===== src/rtl/mem_bus_arbiter_pkg.sv =====
// Shared types for mem_bus_arbiter: FSM state, grant id, error read pattern.
package mem_bus_arbiter_pkg;

    typedef enum logic [1:0] {
        ST_IDLE     = 2'd0,
        ST_CPU_XFER = 2'd1,
        ST_LD_XFER  = 2'd2,
        ST_DONE     = 2'd3
    } arb_state_t;

    typedef enum logic {
        GNT_CPU = 1'b0,
        GNT_LD  = 1'b1
    } gnt_id_t;

    localparam int MAX_DATA_W = 64;
    localparam logic [MAX_DATA_W-1:0] ERR_DATA = '1;
    localparam int TMO_CNT_W = 16;

endpackage


===== src/rtl/arb_timeout_cnt.sv =====
// Memory-ack watchdog: counts transfer cycles, flags the TMO_CYC-th cycle.
module arb_timeout_cnt
    import mem_bus_arbiter_pkg::*;
#(
    parameter int TMO_CYC = 255
) (
    input  logic clk,
    input  logic rst_b,
    input  logic i_clr,
    input  logic i_en,
    output logic o_expired
);

    localparam logic [TMO_CNT_W-1:0] LAST = TMO_CNT_W'(TMO_CYC - 1);

    logic [TMO_CNT_W-1:0] r_cnt;

    assign o_expired = i_en && (r_cnt == LAST);

    always_ff @(posedge clk or negedge rst_b) begin
        if (!rst_b) begin
            r_cnt <= '0;
        end else if (i_clr) begin
            r_cnt <= '0;
        end else if (i_en && !o_expired) begin
            r_cnt <= r_cnt + 1'b1;
        end
    end

endmodule


===== src/rtl/mem_bus_arbiter.sv =====
// Two-master (CPU / loader) single-memory arbiter with ack timeout.
// Define MEM_ARB_ROUND_ROBIN_EN for round-robin tie-breaking; default is CPU priority.
module mem_bus_arbiter
    import mem_bus_arbiter_pkg::*;
#(
    parameter int DATA_W  = 16,
    parameter int ADDR_W  = 16,
    parameter int TMO_CYC = 255
) (
    input  logic              clk,
    input  logic              rst_b,
    input  logic              cpu_read,
    input  logic              cpu_write,
    input  logic [ADDR_W-1:0] cpu_addr,
    input  logic [DATA_W-1:0] cpu_wdata,
    output logic [DATA_W-1:0] cpu_rdata,
    output logic              cpu_ack,
    input  logic              ld_req,
    input  logic              ld_we,
    input  logic [ADDR_W-1:0] ld_addr,
    input  logic [DATA_W-1:0] ld_wdata,
    output logic [DATA_W-1:0] ld_rdata,
    output logic              ld_ack,
    output logic              mem_req,
    output logic              mem_we,
    output logic [ADDR_W-1:0] mem_addr,
    output logic [DATA_W-1:0] mem_wdata,
    input  logic [DATA_W-1:0] mem_rdata,
    input  logic              mem_ack,
    output logic              bus_err
);

    arb_state_t        r_state;
    gnt_id_t           r_gnt;
    logic              r_we;
    logic [ADDR_W-1:0] r_addr;
    logic [DATA_W-1:0] r_wdata;
    logic [DATA_W-1:0] r_cap;
    logic              r_mem_req;
    logic              r_cpu_ack;
    logic              r_ld_ack;
    logic [DATA_W-1:0] r_cpu_rdata;
    logic [DATA_W-1:0] r_ld_rdata;
    logic              r_bus_err;

    logic w_cpu_req;
    logic w_in_xfer;
    logic w_ack_busy;
    logic w_pick_ld;
    logic w_expired;

    assign w_cpu_req  = cpu_read | cpu_write;
    assign w_in_xfer  = (r_state == ST_CPU_XFER) || (r_state == ST_LD_XFER);
    // The ack cycle still sees the requester's held request; it must not re-grant it.
    assign w_ack_busy = r_cpu_ack | r_ld_ack;

`ifdef MEM_ARB_ROUND_ROBIN_EN
    gnt_id_t r_last;
    assign w_pick_ld = ld_req && (!w_cpu_req || (r_last == GNT_CPU));
`else
    assign w_pick_ld = ld_req && !w_cpu_req;
`endif

    arb_timeout_cnt #(.TMO_CYC(TMO_CYC)) u_tmo (
        .clk       (clk),
        .rst_b     (rst_b),
        .i_clr     (!w_in_xfer),
        .i_en      (w_in_xfer),
        .o_expired (w_expired)
    );

    always_ff @(posedge clk or negedge rst_b) begin
        if (!rst_b) begin
            r_state     <= ST_IDLE;
            r_gnt       <= GNT_CPU;
            r_we        <= 1'b0;
            r_addr      <= '0;
            r_wdata     <= '0;
            r_cap       <= '0;
            r_mem_req   <= 1'b0;
            r_cpu_ack   <= 1'b0;
            r_ld_ack    <= 1'b0;
            r_cpu_rdata <= '0;
            r_ld_rdata  <= '0;
            r_bus_err   <= 1'b0;
`ifdef MEM_ARB_ROUND_ROBIN_EN
            r_last      <= GNT_LD;
`endif
        end else begin
            r_cpu_ack   <= 1'b0;
            r_ld_ack    <= 1'b0;
            r_cpu_rdata <= '0;
            r_ld_rdata  <= '0;
            case (r_state)
                ST_IDLE: begin
                    if (!w_ack_busy && (w_cpu_req || ld_req)) begin
                        r_mem_req <= 1'b1;
                        if (w_pick_ld) begin
                            r_gnt   <= GNT_LD;
                            r_we    <= ld_we;
                            r_addr  <= ld_addr;
                            r_wdata <= ld_wdata;
                            r_state <= ST_LD_XFER;
                        end else begin
                            r_gnt   <= GNT_CPU;
                            r_we    <= cpu_write;
                            r_addr  <= cpu_addr;
                            r_wdata <= cpu_wdata;
                            r_state <= ST_CPU_XFER;
                        end
`ifdef MEM_ARB_ROUND_ROBIN_EN
                        r_last <= w_pick_ld ? GNT_LD : GNT_CPU;
`endif
                    end
                end
                ST_CPU_XFER, ST_LD_XFER: begin
                    if (mem_ack) begin
                        r_cap     <= mem_rdata;
                        r_mem_req <= 1'b0;
                        r_state   <= ST_DONE;
                    end else if (w_expired) begin
                        r_cap     <= ERR_DATA[DATA_W-1:0];
                        r_bus_err <= 1'b1;
                        r_mem_req <= 1'b0;
                        r_state   <= ST_DONE;
                    end
                end
                ST_DONE: begin
                    // Writes return zero even when they timed out.
                    if (r_gnt == GNT_CPU) begin
                        r_cpu_ack   <= 1'b1;
                        r_cpu_rdata <= r_we ? '0 : r_cap;
                    end else begin
                        r_ld_ack    <= 1'b1;
                        r_ld_rdata  <= r_we ? '0 : r_cap;
                    end
                    r_state <= ST_IDLE;
                end
                default: r_state <= ST_IDLE;
            endcase
        end
    end

    assign mem_req   = r_mem_req;
    assign mem_we    = r_we;
    assign mem_addr  = r_addr;
    assign mem_wdata = r_wdata;
    assign cpu_ack   = r_cpu_ack;
    assign cpu_rdata = r_cpu_rdata;
    assign ld_ack    = r_ld_ack;
    assign ld_rdata  = r_ld_rdata;
    assign bus_err   = r_bus_err;

endmodule


===== config.mk =====
export PLATFORM = sky130hd
export DESIGN_NAME = mem_bus_arbiter
export DESIGN_NICKNAME = d
export VERILOG_FILES = /design/src/rtl/mem_bus_arbiter_pkg.sv /design/src/rtl/arb_timeout_cnt.sv /design/src/rtl/mem_bus_arbiter.sv
export SDC_FILE = /design/constraint.sdc
export NUM_CORES = 1
export LEC_CHECK = 0
export ABC_AREA = 1
export ABC_CLOCK_PERIOD_IN_PS = 5200
export BUFFER_PORTS_ARGS = -buffer_cell sky130_fd_sc_hd__buf_2
export CORE_AREA = 2 2 89 155
export CTS_CLUSTER_DIAMETER = 50
export DETAILED_ROUTE_END_ITERATION = 8
export DIE_AREA = 0 0 91 157
export PLACE_DENSITY = 0.7
export SYNTH_ARGS = -nofsm -noshare
export SYNTH_HDL_FRONTEND = slang
export SYNTH_HIERARCHICAL = 1
export SYNTH_SLANG_ARGS = --single-unit

===== constraint.sdc =====
create_clock -name clk -period 5.2 [get_ports clk]
set_input_delay 0.26 -clock clk [delete_from_list [all_inputs] [get_ports clk]]
set_output_delay 0.26 -clock clk [all_outputs]
set_load 0.01 [all_outputs]

### Word-level counts from Yosys, hierarchy flattened

Cells that the tools add are included.

| storage, ports and cells | value |
|---|---|
| register bits | 104 |
| output and inout port bits | 69 |
| logic and storage cells | 68 |

| operators by class | value |
|---|---|
| $add $sub $neg | 1 |
| equal/unequal tests | 7 |
| reductions and logical operators | 18 |
| bitwise operators | 3 |
| multiplexer cells | 26 |

Operators by type and width:

| kind | count |
|---|---|
| $mux W16 | 11 |
| $add A16 B1 Y16 const B | 1 |
| $eq A16 B8 Y1 const B | 1 |
| $mux W1 | 9 |
| $mux W2 | 4 |
| $pmux W2 S3 | 1 |
| $reduce_and A2 Y1 | 3 |
| $reduce_and A3 Y1 | 2 |
| $eq A2 B2 Y1 const B | 2 |
| $logic_and A1 B1 Y1 | 4 |
| $ne A2 B2 Y1 const B | 2 |
| $reduce_bool A2 Y1 | 2 |
| $logic_not A1 Y1 | 3 |
| $ne A3 B2 Y1 const B | 1 |
| $eq A2 B1 Y1 const B | 1 |
| $logic_not A2 Y1 | 1 |
| $logic_or A1 B1 Y1 | 2 |
| $or A1 B1 Y1 | 2 |
| $pmux W1 S2 | 1 |
| $reduce_or A2 Y1 | 1 |
| $not A1 Y1 | 1 |

### Depth between registers and ports, before layout

Gate-level depths: netlist (run 1).

| logic depth | value |
|---|---|
| depth after elaboration | 7 |
| depth in mapped cells | 11 |

### By module

Netlist (run 1), hierarchy kept.

By module, submodules not included:

| module | times used | cells each | area an instance (um^2) |
|---|---|---|---|
| mem_bus_arbiter | 1 | 446 | 3,742.3 |
| arb_timeout_cnt | 1 | 167 | 1,134.8 |

### Worst setup path after synthesis (run 1)

OpenSTA, ideal clock, no wires.

| path | value |
|---|---|
| kind | register to register |
| start | reg u_tmo.r_cnt[0] |
| end | reg r_cap[10] |
| path slack | 3.550 ns |
| required time | 5.123 ns |
| clock period less this slack | 1.650 ns |
| data arrival time | 1.573 ns |
| cell stages (with the launch flop) | 10 |
| cell sequence | dfrtp_1 > inv_1 > ha_1 > nand3_1 > nor3_1 > nand2_1 > nor2_1 > o21ai_2 > buf_2 > a21oi_1 |

| between the ends | value |
|---|---|
| longest elaborated chain between the ends | 4 |

RTL lines:

| item | line | text |
|---|---|---|
| start: declaration | arb_timeout_cnt.sv:16 | `logic [TMO_CNT_W-1:0] r_cnt;` |
| start signal: assignment | arb_timeout_cnt.sv:26 | `r_cnt <= r_cnt + 1'b1;` |
| $eq A16 B8 Y1 | arb_timeout_cnt.sv:18 | `assign o_expired = i_en && (r_cnt == LAST);` |
| $logic_and A1 B1 Y1 | arb_timeout_cnt.sv:18 |  |
| net w_expired | mem_bus_arbiter.sv:50 | `logic w_expired;` |
| $reduce_bool A2 Y1 (no source line) | n/a |  |
| $reduce_and A2 Y1 (no source line) | n/a |  |
| end signal: assignment | mem_bus_arbiter.sv:118 | `r_cap <= mem_rdata;` |
| end signal: assignment | mem_bus_arbiter.sv:122 | `r_cap <= ERR_DATA[DATA_W-1:0];` |
| end: declaration | mem_bus_arbiter.sv:38 | `logic [DATA_W-1:0] r_cap;` |

The timed path passes the listed nets, and every way through them passes these cells.
A chain may end at the register's enable or synchronous reset.

### Final worst setup path (run 1)

| path | value |
|---|---|
| start | reg r_state[1] |
| end | reg r_we, in the netlist mem_we |

| between the ends | value |
|---|---|
| longest elaborated chain between the ends | 2 |

RTL lines:

| item | line | text |
|---|---|---|
| start: declaration | mem_bus_arbiter.sv:33 | `arb_state_t r_state;` |
| start signal: assignment | mem_bus_arbiter.sv:74 | `r_state <= ST_IDLE;` |
| start signal: assignment | mem_bus_arbiter.sv:103 | `r_state <= ST_LD_XFER;` |
| start signal: assignment | mem_bus_arbiter.sv:109 | `r_state <= ST_CPU_XFER;` |
| $logic_not A2 Y1 | mem_bus_arbiter.sv:94 | `case (r_state)` |
| $reduce_and A2 Y1 (no source line) | n/a |  |
| end signal: assignment | mem_bus_arbiter.sv:100 | `r_we <= ld_we;` |
| end signal: assignment | mem_bus_arbiter.sv:106 | `r_we <= cpu_write;` |
| end: declaration | mem_bus_arbiter.sv:35 | `logic r_we;` |

Every way passes these cells.

==> results of run 1 <==
what timing repair did:
| item | 4_1_cts | 5_1_grt |
|---|---|---|
| gates resized for setup | 0 | 0 |
| hold buffers | 1 | 0 |
| hold endpoints to repair | 47 | 0 |
metrics by stage:
step	util (%)	instance area (µm²)	power [µW]
2_1_floorplan	-	4880	2040
3_3_place_gp	44.3	5730	2400
3_5_place_dp	44.3	5730	2430
4_1_cts	46.8	6050	3140
5_1_grt	46.8	6060	3360
6_report	46.8	6060	3110
cells by family after synthesis:
logic type / after synthesis
simple gates: 372
buf+inv: 64
compound gates: 61
xor+xnor: 7
fa+ha+maj: 5
flops: 104
cells in the final DEF (no fill, tap or decap), drive strengths merged, types with 10 or more instances in the layout:
| cell | n |
|---|---|
| buf | 156 |
| nand4 | 14 |
| a21oi | 19 |
| nand2 | 260 |
| nand3 | 13 |
| nor2 | 84 |
| inv | 43 |
| o21ai | 38 |
| clkbuf | 10 |
| dfrtp | 104 |
routing by layer:
metal,vias up,share of wire (%),global-route usage [%]
li1,2199,-,-
met3,30,4.6,3.16
met2,132,53,33.9
met5,-,0,0
met4,0,4.4,10.9
met1,2043,38,20.1
worst min-delay path, stage by stage:
cell and delay, ns:
buf_2 0.07, nor2_1 0.03, a21oi_1 0.09
power groups by stage:
stage	sequential [µW]	clock, µW	combinational (µW)
2_1_floorplan	1260	0	785
3_3_place_gp	1180	0	1220
3_5_place_dp	1190	0	1240
4_1_cts	1180	723	1240
5_1_grt	1210	755	1390
6_report	1180	707	1220
flip-flops by register name (all words and copies together), names as in the netlist:
register and flops:
mem_we 1, r_gnt 1, mem_addr 16, ld_rdata 16, mem_req 1, ld_ack 1, r_state 2, r_cap 16
mem_wdata 16, u_tmo/r_cnt 16, bus_err 1, cpu_rdata 16, cpu_ack 1
area by class of cell:
cell class | count | area, µm² | share of cell area, %
clock buffers | 10 | 239 | 3.95
clock inverters | 6 | 73.8 | 1.22
flip-flops and latches | 104 | 2600 | 43.0
diodes | 1 | 2.50 | 0.0413
repair buffers | 157 | 796 | 13.1
inverters | 41 | 154 | 2.54
multi-input cells | 445 | 1980 | 32.6
well taps | 171 | 214 | 3.53
worst paths after layout:
path                       slack [ns]                    from  cells past startpoint                 endpoint
hold reg to reg                  0.48     bus_err$_DFFE_PN0P_                      1      bus_err$_DFFE_PN0P_
hold / removal                   0.16            mem_rdata[1]                      3     r_cap[1]$_DFFE_PN0P_
min in group asynchronous        0.49                   rst_b                      2    ld_rdata[0]$_DFF_PN0_
max in group asynchronous        3.54                   rst_b                      3  mem_addr[5]$_DFFE_PN0P_
setup reg to reg                 3.13  r_state[1]$_DFFE_PN0P_                      6       mem_we$_DFFE_PN0P_
setup / recovery                 3.13  r_state[1]$_DFFE_PN0P_                      6       mem_we$_DFFE_PN0P_
==> flow_metrics.py, run 1 <==
metrics = {
    "worst_setup_path": {
        "crit_path_max_fanout": 36,
        "cp.arrival_ns": 2.32,
        "path_class": "reg2reg",
        "slowest_delay_ns": 0.57,
        "crit_slowest_cell": "nor2_8",
        "cp_num_buf_inv": 2,
        "start_kind": "register",
        "crit_chain": "inv_1, ha_1, inv_1, nor2_8, o21ai_0, o21ai_0",
        "critPathTopFamily": "simple AND/OR/NAND/NOR gates",
        "cp.required_ns": 5.45,
        "crit_path_end_kind": "register",
    },
    "grt": {
        "grt_first_pass_wirelength_mm": 21.1,
        "grt_util_all_layers_pct": 18.6,
        "grt_max_degree": 58,
        "grt_pass1_vias": 4415,
        "grt_antenna_before_repair": 1,
        "grt-ovfl-total": 0,
    },
    "drt": {
        "viasPerCell": 4.71,
        "vias": 4404,
        "drc": 0,
        "wl_mm": 12.7,
        "drt_iter0_markers": 238,
        "antenna_left": 0,
        "drtPass1Iterations": 4,
        "wire_per_inst_um": 13.6,
    },
    "synth": {
        "synth_area_um2": 4880,
        "synth_top_cell_area_share_pct": 53.4,
        "synthAdderAreaFrac_pct": 1.28,
        "synth_seq_area_share_pct": 53.4,
        "async_flop_share_pct": 100,
        "synth_mux_area_share_pct": 0,
        "synth_flop_cell": "dfrtp_1",
        "yosys-top-cells-area": "dfrtp_1 53%, nand2_1 20%, nor2_1 6.1%, inv_1 2.8%, o21ai_0 2.6%",
        "syn-num-nets": 705,
        "yosys_warnings": 6,
        "synth.distinct_cells": 29,
        "ys_ff_latch": 104,
        "avgSynthCellArea_um2": 7.96,
        "yosysTopAreaCell": "dfrtp_1",
        "yosys-top-cells-count": "255 x nand2_1, 104 x dfrtp_1, 79 x nor2_1",
        "synth_compound_area_share_pct": 6.77,
        "synth_xor_area_share_pct": 1.26,
        "netlist_instances": 613,
        "synth_enable_flop_cells": 0,
        "yosys.area_share.simple_pct": 31.2,
        "synth.most_common_cell": "nand2_1",
        "synth_top_family_by_area": "simple AND/OR/NAND/NOR gates",
    },
    "cells_and_area": {
        "final_cells": 935,
        "filler_cell_count": 1340,
        "drive_gt1_share_pct": 24.6,
        "area_delta_synth_final_pct": 24.2,
        "nNetsFinal": 850,
    },
    "floorplanning": {
        "ioPinCount": 156,
        "start_util_pct": 37.7,
        "die_area_um2": 14300,
        "rows": 55,
        "die_width_um": 91,
        "die_h_um": 157,
        "core-area_um2": 12900,
    },
    "place": {
        "dpl.hpwl_mm": 9.06,
        "place_ws_ns": 3.12,
        "dp_cells": 917,
        "port-buffer-count": 155,
        "routabilityCongestion": 0.927,
    },
    "power": {
        "clock_power_share_pct": 22.8,
        "swShare_pct": 40.8,
        "max-vdd-ir-drop_uv": 201,
        "internal_power_uw": 1840,
        "p_switching_uw": 1270,
        "p_comb_share_pct": 39.4,
        "seq_power_share_pct": 37.8,
        "power.density_nw_per_um2": 513,
        "p_leak_uw": 0.00346,
    },
    "sta": {
        "slew_headroom_pct": 33.6,
        "drv_slew": 0,
        "tns_ns": 0,
        "worstMarginPinSlew_ns": 0.995,
        "hold-worst-slack_ns": 0.156,
        "setup_viol": 0,
        "clock_skew_ns": 0.0101,
        "fmax_ghz": 0.484,
        "hold_viol": 0,
        "rsz0062_at_grt": "false",
        "finalCriticalPeriod_ns": 2.07,
        "period_share_pct": 39.8,
        "fin_ws_ns": 3.13,
    },
    "cts": {
        "cts_htree_levels": 3,
        "cts_tree": "done",
        "cts.clk_slew.worst_paths_ns": 0.07,
        "clk_latency_ns": 0.35,
        "clock-sinks": 104,
        "clock-root-buffer": "clkbuf_16",
        "cts_buffers": 9,
        "cts.path.max_buffers": 2,
        "cts_setup_buffers": 0,
    },
    "status": {
        "outcome": "finished, final reports clean",
    },
    "worst_hold_path": {
        "hold_class": "in2reg",
    },
    "flow_run": {
        "maxCapViolCount": 0,
    },
}
(Power assumes the default switching activity.)
==> inputs of run 2 (changes only) <==
- ABC_AREA: 1 -> 0
- ABC_CLOCK_PERIOD_IN_PS: 5200 -> 1700
- CORE_AREA: 2 2 89 155 -> 2 2 86 150
- DIE_AREA: 0 0 91 157 -> 0 0 88 152
- PLACE_DENSITY: 0.7 -> 0.73
- clock period: 5.2 -> 1.7 ns (I/O delays scaled with it)
==> run 2 against run 1 <==
Compared with the run above:
- the run now ends with negative setup slack left
- core utilization is 6.1 points higher
- synthesized cell count is 45% lower
- combinational power grew to 3.2 times the previous value
- sequential power grew to 3.1 times the previous value
- largest power group unchanged
- clock power grew to 2.9 times the previous value
==> flow_metrics.py, run 2 <==
metrics = {
    "power": {
        "clock_power_share_pct": 21.0,
        "max-vdd-ir-drop_uv": 991,
        "internal_power_uw": 6390,
        "p_leak_uw": 0.00314,
        "power.density_nw_per_um2": 1480,
        "p_comb_share_pct": 40.4,
        "seq_power_share_pct": 38.5,
        "swShare_pct": 33.4,
        "p_switching_uw": 3200,
    },
    "grt": {
        "grt_antenna_before_repair": 0,
        "grt_util_all_layers_pct": 16.7,
        "grt_max_degree": 42,
        "grt_first_pass_wirelength_mm": 17.4,
        "grt-ovfl-total": 0,
        "grt_pass1_vias": 3704,
    },
    "cells_and_area": {
        "layout_commonest_cell": "buf_2",
        "nNetsFinal": 651,
        "diodes": 0,
        "final_cells": 732,
        "drive_gt1_share_pct": 57.3,
        "layout_common_cells": "154 x buf_2, 104 x dfrtp_1, 63 x mux2_2, 45 x buf_4, 35 x and2_1",
        "area_delta_synth_final_pct": 43.0,
    },
    "synth": {
        "synth.most_common_cell": "dfrtp_1",
        "syn-num-nets": 431,
        "synth_area_um2": 4530,
        "async_flop_share_pct": 100,
        "ys_ff_latch": 104,
        "synth.distinct_cells": 45,
        "synth_enable_flop_cells": 0,
        "yosys-top-cells-area": "dfrtp_1 57%, mux2_2 16%, and2_1 5.0%, o22a_1 3.1%, ha_1 1.4%",
        "synth_seq_area_share_pct": 57.5,
        "netlist_instances": 339,
        "yosys_warnings": 6,
        "yosys-top-cells-count": "104 x dfrtp_1, 64 x mux2_2, 36 x and2_1",
        "yosysTopAreaCell": "dfrtp_1",
        "synth_flop_cell": "dfrtp_1",
        "avgSynthCellArea_um2": 13.4,
        "synth_top_cell_area_share_pct": 57.5,
    },
    "worst_setup_path": {
        "start_kind": "register",
        "cp.required_ns": 1.93,
        "crit_path_max_fanout": 3,
        "path_class": "reg2reg",
        "cp.arrival_ns": 2.13,
        "crit_path_end_kind": "register",
    },
    "sta": {
        "fin_ws_ns": -0.208,
        "rsz0062_at_grt": "true",
        "setup_viol": 25,
        "finalCriticalPeriod_ns": 1.91,
        "tns_ns": -3.39,
        "hold_viol": 0,
        "period_share_pct": 112,
        "slew_headroom_pct": 67.6,
        "clock_skew_ns": 0.00937,
        "drv_slew": 0,
        "worstMarginPinSlew_ns": 0.487,
        "fmax_ghz": 0.524,
    },
    "floorplanning": {
        "die_width_um": 88,
        "start_util_pct": 37.0,
        "ioPinCount": 156,
        "die_area_um2": 13400,
        "core-area_um2": 12200,
        "die_h_um": 152,
        "rows": 54,
    },
    "flow_run": {
        "maxCapViolCount": 0,
    },
    "drt": {
        "drt_iter0_markers": 121,
        "drtPass1Iterations": 4,
        "viasPerCell": 4.91,
        "wl_mm": 11.2,
        "wire_per_inst_um": 15.3,
        "drc": 0,
        "vias": 3595,
        "antenna_left": 0,
    },
    "cts": {
        "cts_htree_levels": 3,
        "cts_buffers": 9,
        "cts.clk_slew.worst_paths_ns": 0.07,
        "cts.path.max_buffers": 2,
        "clk_latency_ns": 0.35,
        "cts_tree": "done",
        "clock-sinks": 104,
        "clock-root-buffer": "clkbuf_16",
    },
    "status": {
        "failed_checks": "negative setup slack",
        "outcome": "finished with violations",
    },
    "place": {
        "port-buffer-count": 155,
        "dpl.hpwl_mm": 8.17,
        "routabilityCongestion": 0.847,
        "dp_cells": 691,
    },
    "worst_hold_path": {
        "hold_class": "in2reg",
    },
}
-- run 2: cell count changes after synthesis, moves of 6 or more --
cell,change
nand3_1,-8
o21ai_0,-20
a21oi_1,-7
nand4_1,-7
and2_1,+36
mux2_2,+64
inv_1,-29
nor2_1,-70
o21ai_1,-12
buf_2,-6
o22a_1,+16
nand2_1,-251
-- run 2: kinds of logic (layout without fill, tap and decap cells) --
| logic type | count (synthesis) | in the layout | synth area share [%] |
|---|---|---|---|
| simple gates | 92 | 92 | 13.1 |
| xor+xnor | 6 | 6 | 1.16 |
| mux | 67 | 67 | 16.6 |
| buf+inv | 21 | 246 | 2.85 |
| flops | 104 | 104 | 57.5 |
| fa+ha+maj | 5 | 5 | 1.38 |
| compound gates | 44 | 44 | 7.46 |
-- run 2: worst paths after layout --
kind	from	to	slack, ns	cells after the start
worst max-delay path	u_tmo/r_cnt[13]$_DFFE_PN0P_	r_state[1]$_DFFE_PN0P_	-0.21	6
worst min-delay path	ld_we	mem_we$_DFFE_PN0P_	0.08	3
worst min register to register	mem_addr[11]$_DFFE_PN0P_	mem_addr[11]$_DFFE_PN0P_	0.50	1
max in group asynchronous	rst_b	mem_addr[7]$_DFFE_PN0P_	0.84	3
min in group asynchronous	rst_b	mem_addr[13]$_DFFE_PN0P_	0.24	2
worst max register to register	u_tmo/r_cnt[13]$_DFFE_PN0P_	r_state[1]$_DFFE_PN0P_	-0.21	6
-- run 2: what timing repair did --
item	CTS	global route
pin swaps	4	14
gates resized for setup	8	21
hold buffers	17	0
cloned	0	1
buffers inserted	4	3
endpoints found under the hold margin	47	0
endpoints found under the setup margin	42	48
-- run 2: layout make-up --
class	count	area, µm²
well taps	168	210
flip-flops and latches	104	2600
clock inverters	6	50.0
fillers	1052	5750
multi-input cells	214	1960
inverters	7	26.3
clock buffers	10	239
repair buffers	223	1390
-- run 2: through the flow --
| step | total power (µW) | cell area (µm²) | setup WS [ns] | utilization, % | hold WS (ns) |
|---|---|---|---|---|---|
| 2_1_floorplan | 5990 | 4590 | -0.317 | - | -0.211 |
| 3_3_place_gp | 7280 | 5840 | -0.183 | 47.7 | 0.0707 |
| 3_5_place_dp | 7450 | 5840 | -0.221 | 47.7 | 0.0753 |
| 4_1_cts | 9640 | 6360 | -0.233 | 52.0 | 0.0507 |
| 5_1_grt | 10200 | 6480 | -0.287 | 53.0 | 0.0706 |
| 6_report | 9590 | 6480 | -0.208 | 53.0 | 0.0808 |
-- run 2: metal layers --
layer | GRT usage [%] | routed length (µm) | vias to the layer above
met5 | 0 | 0 | -
met4 | 8.57 | 431 | 0
met3 | 2.88 | 628 | 27
met2 | 30.4 | 6180 | 144
met1 | 17.7 | 3940 | 1766
li1 | - | - | 1658
-- run 2: power groups by stage --
stage | clock network (µW) | registers [µW] | logic [µW]
after floorplan | 0 | 3950 | 2040
after global placement | 0 | 3700 | 3580
after detailed placement | 0 | 3740 | 3710
after CTS | 2090 | 3710 | 3840
after global routing | 2180 | 3800 | 4180
final | 2020 | 3700 | 3880
-- run 2: worst max-delay path, stage by stage, from the launching register on --
cell     delay (ns)
dfrtp_1        0.38
or4_4          0.56
nor4_4         0.18
and2_4         0.20
or2_4          0.11
a21oi_2        0.05
o32a_1         0.30
